--- src/rtl/bsg_link_sched_pkg.sv ---
// Shared types for the DDR link schedulers.
// FSM encoding and credit counter sizing.
package bsg_link_sched_pkg;

  typedef enum logic [1:0] {
    DISABLED = 2'd0,
    IDLE     = 2'd1,
    HOLD     = 2'd2
  } sched_state_e;

  // Counter must hold the full 2^lg_depth value.
  function automatic int credit_width(input int lg_depth);
    return lg_depth + 1;
  endfunction

endpackage

--- src/rtl/bsg_link_upstream_sched_if.sv ---
// Requester and upstream-link handshake bundle.
// master = scheduler side, slave = core/link side.
interface bsg_link_upstream_sched_if #(
  parameter int num_req_p = 4,
  parameter int width_p   = 64
);

  logic [num_req_p-1:0]         req_valid_i;
  logic [num_req_p*width_p-1:0] req_data_i;
  logic [num_req_p-1:0]         req_ready_o;
  logic                         link_valid_o;
  logic [width_p-1:0]           link_data_o;
  logic                         link_ready_i;

  modport master (
    input  req_valid_i,
    input  req_data_i,
    input  link_ready_i,
    output req_ready_o,
    output link_valid_o,
    output link_data_o
  );

  modport slave (
    output req_valid_i,
    output req_data_i,
    output link_ready_i,
    input  req_ready_o,
    input  link_valid_o,
    input  link_data_o
  );

endinterface

--- src/rtl/bsg_link_rr_arb.sv ---
// Combinational round-robin arbiter: first valid at or
// after ptr_i, wrapping, as one-hot plus encoded id.
module bsg_link_rr_arb #(
  parameter int num_req_p = 4
) (
  input  logic [num_req_p-1:0]         valid_i,
  input  logic [$clog2(num_req_p)-1:0] ptr_i,
  output logic [num_req_p-1:0]         grant_oh_o,
  output logic [$clog2(num_req_p)-1:0] grant_id_o,
  output logic                         any_o
);

  localparam int id_w_lp = $clog2(num_req_p);

  int   idx;
  logic found;

  always_comb begin
    grant_oh_o = '0;
    grant_id_o = '0;
    found      = 1'b0;
    idx        = 0;
    for (int i = 0; i < num_req_p; i++) begin
      idx = int'(ptr_i) + i;
      if (idx >= num_req_p)
        idx = idx - num_req_p;
      if (!found && valid_i[idx]) begin
        found           = 1'b1;
        grant_oh_o[idx] = 1'b1;
        grant_id_o      = id_w_lp'(idx);
      end
    end
    any_o = found;
  end

endmodule

--- src/rtl/bsg_link_upstream_sched.sv ---
// Credit-gated round-robin scheduler feeding one
// upstream DDR link from num_req_p core requesters.
module bsg_link_upstream_sched
  import bsg_link_sched_pkg::*;
#(
  parameter int num_req_p                       = 4,
  parameter int width_p                         = 64,
  parameter int lg_fifo_depth_p                 = 6,
  parameter int lg_credit_to_token_decimation_p = 3
) (
  input  logic core_clk_i,
  input  logic core_reset_n_i,
  input  logic link_enable_i,
  input  logic token_i,
  bsg_link_upstream_sched_if.master bus,
  output logic [credit_width(lg_fifo_depth_p)-1:0] credits_o,
  output logic [$clog2(num_req_p)-1:0] grant_id_o,
  output logic overflow_o
);

  localparam int cw_lp   = credit_width(lg_fifo_depth_p);
  localparam int id_w_lp = $clog2(num_req_p);
  localparam logic [cw_lp-1:0] max_lp =
    cw_lp'(2 ** lg_fifo_depth_p);
  localparam logic [cw_lp:0] tok_lp =
    (cw_lp + 1)'(2 ** lg_credit_to_token_decimation_p);
  localparam logic [id_w_lp-1:0] last_id_lp =
    id_w_lp'(num_req_p - 1);

  sched_state_e state_q, state_d;

  logic [id_w_lp-1:0] ptr_q, nxt_id, arb_ptr, arb_id;
  logic [num_req_p-1:0] arb_oh;
  logic arb_any, held, send, eligible, grant;
  logic [cw_lp:0] cred_sum;
  logic cred_ovf;

  assign held   = (state_q == HOLD);
  assign send   = held & bus.link_ready_i;
  assign nxt_id = (grant_id_o == last_id_lp) ?
                  '0 : grant_id_o + 1'b1;
  // Back-to-back grants rotate past the word leaving now.
  assign arb_ptr = held ? nxt_id : ptr_q;

  // The held word already owns one credit.
  assign eligible = arb_any & link_enable_i &
                    (credits_o > cw_lp'(held));

  bsg_link_rr_arb #(.num_req_p(num_req_p)) arb (
    .valid_i    (bus.req_valid_i),
    .ptr_i      (arb_ptr),
    .grant_oh_o (arb_oh),
    .grant_id_o (arb_id),
    .any_o      (arb_any)
  );

  always_ff @(posedge core_clk_i or negedge core_reset_n_i) begin
    if (!core_reset_n_i) state_q <= DISABLED;
    else                 state_q <= state_d;
  end

  always_comb begin
    state_d = state_q;
    unique case (state_q)
      DISABLED: if (link_enable_i) state_d = IDLE;
      IDLE: begin
        if (!link_enable_i) state_d = DISABLED;
        else if (eligible)  state_d = HOLD;
      end
      HOLD: begin
        if (send)
          state_d = eligible      ? HOLD :
                    link_enable_i ? IDLE : DISABLED;
      end
      default: state_d = DISABLED;
    endcase
  end

  always_comb begin
    grant           = eligible & ((state_q == IDLE) | send);
    bus.req_ready_o = grant ? arb_oh : '0;
  end

  assign cred_sum = {1'b0, credits_o}
                  + (token_i ? tok_lp : '0)
                  - (cw_lp + 1)'(send);
  assign cred_ovf = (cred_sum > {1'b0, max_lp});

  always_ff @(posedge core_clk_i or negedge core_reset_n_i) begin
    if (!core_reset_n_i) begin
      bus.link_valid_o <= 1'b0;
      bus.link_data_o  <= '0;
      grant_id_o       <= '0;
      ptr_q            <= '0;
      credits_o        <= max_lp;
      overflow_o       <= 1'b0;
    end else begin
      if (grant) begin
        bus.link_valid_o <= 1'b1;
        bus.link_data_o  <=
          bus.req_data_i[int'(arb_id)*width_p +: width_p];
        grant_id_o       <= arb_id;
      end else if (send) begin
        bus.link_valid_o <= 1'b0;
      end
      if (send) ptr_q <= nxt_id;
      credits_o <= cred_ovf ? max_lp : cred_sum[cw_lp-1:0];
      if (cred_ovf) overflow_o <= 1'b1;
    end
  end

endmodule

--- src/flat_wrapper.sv ---
// flat-port wrapper written by rule: the top's interface ports become plain ports
module bsg_link_upstream_sched_flat import bsg_link_sched_pkg::*;
#(
  parameter int num_req_p                       = 4,
  parameter int width_p                         = 64,
  parameter int lg_fifo_depth_p                 = 6,
  parameter int lg_credit_to_token_decimation_p = 3
)
  (core_clk_i, core_reset_n_i, link_enable_i, token_i, credits_o, grant_id_o, overflow_o, bus_req_valid_i, bus_req_data_i, bus_link_ready_i, bus_req_ready_o, bus_link_valid_o, bus_link_data_o);
  bsg_link_upstream_sched_if #(.num_req_p(num_req_p), .width_p(width_p)) bus_i ();
  input  logic core_clk_i;
  input  logic core_reset_n_i;
  input  logic link_enable_i;
  input  logic token_i;
  output logic [credit_width(lg_fifo_depth_p)-1:0] credits_o;
  output logic [$clog2(num_req_p)-1:0] grant_id_o;
  output logic overflow_o;
  input wire logic [$bits(bus_i.req_valid_i)-1:0] bus_req_valid_i;
  input wire logic [$bits(bus_i.req_data_i)-1:0] bus_req_data_i;
  input wire logic [$bits(bus_i.link_ready_i)-1:0] bus_link_ready_i;
  output wire logic [$bits(bus_i.req_ready_o)-1:0] bus_req_ready_o;
  output wire logic [$bits(bus_i.link_valid_o)-1:0] bus_link_valid_o;
  output wire logic [$bits(bus_i.link_data_o)-1:0] bus_link_data_o;
  assign bus_i.req_valid_i = bus_req_valid_i;
  assign bus_i.req_data_i = bus_req_data_i;
  assign bus_i.link_ready_i = bus_link_ready_i;
  assign bus_req_ready_o = bus_i.req_ready_o;
  assign bus_link_valid_o = bus_i.link_valid_o;
  assign bus_link_data_o = bus_i.link_data_o;
  bsg_link_upstream_sched #(.num_req_p(num_req_p), .width_p(width_p), .lg_fifo_depth_p(lg_fifo_depth_p), .lg_credit_to_token_decimation_p(lg_credit_to_token_decimation_p)) u_core (.core_clk_i(core_clk_i), .core_reset_n_i(core_reset_n_i), .link_enable_i(link_enable_i), .token_i(token_i), .bus(bus_i), .credits_o(credits_o), .grant_id_o(grant_id_o), .overflow_o(overflow_o));
endmodule
--- config.mk ---
export PLATFORM = sky130hd
export DESIGN_NAME = bsg_link_upstream_sched_flat
export DESIGN_NICKNAME = d
export VERILOG_FILES = /design/src/rtl/bsg_link_sched_pkg.sv /design/src/rtl/bsg_link_upstream_sched_if.sv /design/src/rtl/bsg_link_rr_arb.sv /design/src/rtl/bsg_link_upstream_sched.sv /design/src/flat_wrapper.sv
export SDC_FILE = /design/constraint.sdc
export NUM_CORES = 1
export LEC_CHECK = 0
export CAP_MARGIN = 15
export CORE_AREA = 2 2 134 136
export DETAILED_ROUTE_END_ITERATION = 12
export DIE_AREA = 0 0 136 138
export HOLD_SLACK_MARGIN = 0.03
export PLACE_DENSITY = 0.69
export RECOVER_POWER = 100
export SLEW_MARGIN = 20
export SYNTH_ARGS = -nofsm -noshare
export SYNTH_HDL_FRONTEND = slang
export SYNTH_SLANG_ARGS = --single-unit
--- constraint.sdc ---
create_clock -name core_clk_i -period 5.5 [get_ports core_clk_i]
set_input_delay 1.1 -clock core_clk_i [delete_from_list [all_inputs] [get_ports core_clk_i]]
set_output_delay 1.1 -clock core_clk_i [all_outputs]
set_load 0.02 [all_outputs]
# [Word level (Yosys, flattened, before mapping)]
# Index checks and enable logic that the tools add are counted.
# Widths: inputs -> output; s select.
[totals] reg_bits=79 latchBits=0 mem_bits_rw=0 romBits=0 in_bits=265 output_inout_bits=79 elab_cells=109 memories=0
[classes] addsub=10 mul=0 div=0 order_cmp=14 eq_ne=6 n_shift=1 mux=50 bitwise=8 n_reduce_logical=13
[op_table] cell="$shiftx 256x9->64" count=1
[op_table] cell="$ge 32x1->1 const B" count=4
[op_table] cell="$lt 32x4->1 const B" count=4
[op_table] cell="$mux 32" count=4
[op_table] cell="$mux 4" count=6
[op_table] cell="$mux 2" count=11
[op_table] cell="$mux 1" count=19
[op_table] cell="$or 4x4->4" count=3
[op_table] cell="$sub 3x3->4 const B" count=3
[op_table] cell="$ge 3x3->1 const B" count=3
[op_table] cell="$add 7x8->8" count=1
[op_table] cell="$bmux 1 s2" count=4
[op_table] cell="$demux 1 s2" count=4
[op_table] cell="$gt 8x7->1 const B" count=1
[op_table] cell="$sub 8x1->8" count=1
[op_table] cell="$gt 7x1->1" count=1
[op_table] cell="$logic_and 1x1->1" count=7
[op_table] cell="$mux 7" count=1
[op_table] cell="$add 2x2->3 const B" count=2
[op_table] cell="$pmux 2 s3" count=1
[op_table] cell="$and 1x1->1" count=4
[op_table] cell="$eq 2x2->1 const B" count=2
[op_table] cell="$ne 2x2->1 const B" count=2
[op_table] cell="$sub 2x3->4 const B" count=1
[op_table] cell="10 further kinds" count=12

# [Logic depth before layout (Yosys ltp)]
[logic_depth] ltp_word=23 mapped_depth=16 mapped_depth_nobuf=15

# [Cells and area by module]
# Synthesis repeated with hierarchy kept, for this count alone.
[hier_totals] hier_cells=377 hier_area_um2=5666.7
[modules_own_cells] module="bsg_link_upstream_sched" n_inst=1 cells_each=329 area_each_um2=5206.2 seq_area_each_um2=1978.1
[modules_own_cells] module="bsg_link_rr_arb" n_inst=1 cells_each=48 area_each_um2=460.4 seq_area_each_um2=0.0

# [Least setup slack after synthesis]
# OpenSTA, ideal clock, no wires.
[synth_timing] path_kind="reg2out" start="reg u_core.state_q[0]" end="out bus_req_ready_o[0]" arrival_time_ps=3287 required_time_ps=4400 path_slack_ps=1113 stages_incl_launch_ff=13 path_cell_list="dfrtp_1 -> nor2b_1 -> buf_4 -> mux2i_2 -> buf_2 -> ha_1 -> mux4_2 -> clkinv_1 -> a41oi_1 -> a21boi_1 -> buf_2 -> buf_2 -> a21boi_1"
[synth_via] elab_chain_cells=21
[synth_rtl] item="start, declared" line_no="bsg_link_upstream_sched.sv:30" rtl="sched_state_e state_q, state_d;"
[synth_rtl] item="start signal, assigned" line_no="bsg_link_upstream_sched.sv:59" rtl="else state_q <= state_d;"
[synth_rtl] item="parallel branches: the longest is 20 deep, another holds $ge 32x1->1"
[synth_rtl] item="$mux 4 (*)" line_no="bsg_link_upstream_sched.sv:81" rtl="bus.req_ready_o = grant ? arb_oh : '0;"
[synth_rtl] item="end, declared" line_no="flat_wrapper.sv:21" rtl="output wire logic [$bits(bus_i.req_ready_o)-1:0] bus_req_ready_o;"
# Every way passes the cells marked *. The select of a mux whose other input is x is not followed.

# [Worst setup path after layout]
# Ends and elaborated chain as after synthesis.

==> results.md <==
* Outcome: finished with violations
* Failing checks: capacitance limit, slew limit
* H-tree depth at 3
* Crit start category: flop
* Final wirelength at around 20,000 um
* Power Dens Cells at between 600 and 700 nW/um^2
* Internal at 0.00336 W
* Filler cell count at 1,482
* First-pass detailed-route iteration total at 4
* Worst-margin pin slew at approximately 3.5 ns
* Flip-flop and latch area at between 1500 and 2000 um^2
* Antenna cells at 0
* Non-filler instance count after layout at 942
* Die X at roughly 140 um
* Synth Flop Type: dfrtp_1
* Sw Share at 0.403
* Row cnt at between 40 and 50
* Max stage delay on crit path at 0.68 ns
* DR iter-0 viols at 146
* Gate Count Post-Synth at 368
* Critical-path cell list: nor2b_2 -> mux2i_4 -> ha_1 -> mux4_2 -> clkinv_1 -> a41oi_1 -> a21boi_4 -> a21boi_1 -> dlygate4sd3_1
* Clock Power Share at 0.108
* Clock transition at path regs at about 0.060 ns
* WL/cell at 21.2 um
* Comb pwr share at 0.707
* Placed insts at about 900
* Worst R2R Setup Slack at 0.39 ns
* Worst hold endpoint: u_core.overflow_o$_DFFE_PN0N_
* Worst path top cell family by delay: multiplexers
* Crit path DAT at roughly 4.1 ns
* R2r startpoint: u_core.state_q[0]$_DFFE_PN0P_
* Die height at around 140 um
* Synthesized area per cell at roughly 15 um^2
* Net Sw Power at 0.00227 W
* Die area at ~19,000 um^2
* Min-delay src: u_core.overflow_o$_DFFE_PN0N_
* Post-route DRC at 0
* Met1 Use GR at 0.267
* Root Driver: clkbuf_16
* Worst-skew pair later-pin latency at roughly 0.34 ns
* Post-synthesis instance area at roughly 5400 um^2
* Worst Setup End Kind: primary output
* Top-count cell post-synth: dfrtp_1
* Antenna violations before repair at 2
* Clock Sinks at a little under 80
* Yosys top cell by area: dfrtp_1
* Slew Limit Fails at just under 80
* Max_cap viols at 1
* Worst hold path class: flop to flop
* Final hold vios at 0
* Drt via density at around 4.9
* Detail Route Antenna Nets at 0
* Power Total at between 0.005 and 0.006 W
* Critical path peak fanout at 11
* Via Count at around 4,600
* Max clock buf depth at 2
* Final setup fails at 0
* R2R depth at 10
* Hold Crit Depth at 1
* Post-CTS setup buffer count at 0
* Worst Path Required at around 4.4 ns
* Commonest cells post-synth: dfrtp_1, mux2_2, mux4_2
* Number of top-level pins at about 340
* Max_slew headroom at -1.32
* Synth Warn # at 0
* Static Leakage at about 3.7 nW
* Final #Nets at a little under 1,000
* Initial core utilization at 0.306
* Flop pwr share at 0.185
* CTS Buf Count at 9
* Crit path buf inv count at 2
* Met3 layer usage reported by global route at 0.0594
* GR Util All Layers at 0.220
* Capturing point of the worst reg2reg path: u_core.bus.link_data_o[49]$_DFFE_PN0P_
* Met2 usage at 0.383
* RSZ-0062 raised after global routing: false
* Async set-reset flop share out of synthesis at 1.00
* Most used routing layer in global routing: met2
* Net count after synthesis at 654
* Layout cell share with drive strength beyond 1 at 0.229
* VDD IR max at approximately 0.34 mV
* CTS tree: done
* Top cells by area, synth: dfrtp_1, mux4_2, mux2_2
* Post-DP HPWL at 16,300 um
* Largest net degree at the start of global routing at a little under 80
* Yosys cell types at 40
* Fin Setup TNS at 0 ns
* Achievable Freq at slightly below 200 MHz
* Fin crit share at 0.941
* Number of synthesized register bits at just under 80
* Vias in the first global route at approximately 5,200
* First-pass GRT wire length at roughly 30,000 um
* Grt ovf at 0
* Post-layout minimum cycle time at ~5.2 ns
* Clk_skew at around 0.0091 ns
* Layout area overhead at 72.8%
* RD Place Congestion at a little under 0.9
* Placeable core region at 17,500 um^2
* Critical path class: flop to primary output
* Slowest CP cell: dlygate4sd3_1
* Number of enable flip-flop cells after synthesis at 0
* Multi-input logic area at roughly 3100 um^2
* Post-synth top area share at 0.363
* Register area share after synthesis at 0.368
* I/O Buffers at about 340
layout make-up:
type / count / share of cell area
clock buffers: 11 / 0.0262
clock inverters: 5 / 0.00620
inverters: 20 / 0.00809
multi-input cells: 244 / 0.337
flip-flops and latches: 79 / 0.213
well taps: 229 / 0.0309
repair buffers: 354 / 0.379
repair_timing:
action | 4_1_cts | 5_1_grt
endpoints found under the setup margin | 0 | 2
hold buffers | 0 | 0
resized for setup | 0 | 1
per-layer routing:
layer | share of wire | vias up | routed length, um
li1 | - | 2115 | -
met1 | 0.39 | 2314 | 7780
met2 | 0.52 | 181 | 10500
met3 | 0.069 | 25 | 1380
met4 | 0.017 | 4 | 346
met5 | 0.0013 | - | 26
power groups by stage:
| stage | combinational, W | clock (W) | sequential (W) |
|---|---|---|---|
| detailed placement | 0.00415 | 0 | 0.00106 |
| finish | 0.00398 | 0.000608 | 0.00104 |
| global route | 0.00430 | 0.000659 | 0.00109 |
| floorplan | 0.00260 | 0 | 0.00136 |
| CTS | 0.00416 | 0.000626 | 0.00106 |
| global placement | 0.00408 | 0 | 0.00105 |
how the worst max path moves through the flow:
| stage | start | to | cells after the start |
|---|---|---|---|
| 2_1_floorplan | u_core.state_q[0]$_DFFE_PN0P_ | bus_req_ready_o[0] | 12 |
| 3_3_place_gp | bus_req_valid_i[3] | bus_req_ready_o[2] | 7 |
| 3_5_place_dp | bus_req_valid_i[3] | bus_req_ready_o[3] | 7 |
| 4_1_cts | u_core.state_q[0]$_DFFE_PN0P_ | bus_req_ready_o[3] | 9 |
| 5_1_grt | u_core.state_q[0]$_DFFE_PN0P_ | bus_req_ready_o[2] | 9 |
| 6_report | u_core.state_q[0]$_DFFE_PN0P_ | bus_req_ready_o[0] | 9 |
logic make-up (layout without fill, tap and decap cells):
family                   count (synthesis)  after routing  synth area share
XOR/XNOR                                 6              6           0.00979
flip-flops                              79             79             0.368
AND/OR/NAND/NOR                         37             37            0.0326
buffers and inverters                   45            390            0.0522
multiplexers                           144            144             0.441
AO/OA/AOI/OAI                           36             36            0.0457
adder cells (fa/ha/maj)                 21             21            0.0503
state kept, by name (all words and copies together), names as in the netlist:
name	cells
u_core.grant_id_o	2
u_core.ptr_q	2
u_core.bus.link_data_o	64
u_core.credits_o	7
u_core.state_q	2
u_core.overflow_o	1
u_core.bus.link_valid_o	1
per-stage QoR:
stage               utilization  setup WS [ns]  area (um^2)  hold slack [ns]
floorplan                     -           1.11         5370            0.463
global placement          0.513          0.677         9000            0.458
detailed placement        0.513          0.541         9000            0.460
CTS                       0.531          0.181         9300            0.473
global route              0.529         0.0865         9280            0.481
finish                    0.529          0.323         9280            0.463
cell usage in the layout, fill, tap and decap left out, types with 3 or more instances in the layout:
master             n
a21oi_1            9
a21boi_1           4
clkdlybuf4s50_1  263
nand2_1           12
mux2_2            65
clkbuf_2           3
inv_1             18
buf_4              5
mux4_2            66
clkbuf_16          9
dlygate4sd3_1     79
xor2_1             3
clkbuf_1           3
nor3_1             4
dfrtp_1           78
xnor2_1            3
o21ai_0            6
mux2_1             3
a22o_1             6
mux2i_1            8
ha_1              20
nor2_1            10
Note: power is estimated with default switching activity, not from simulation.
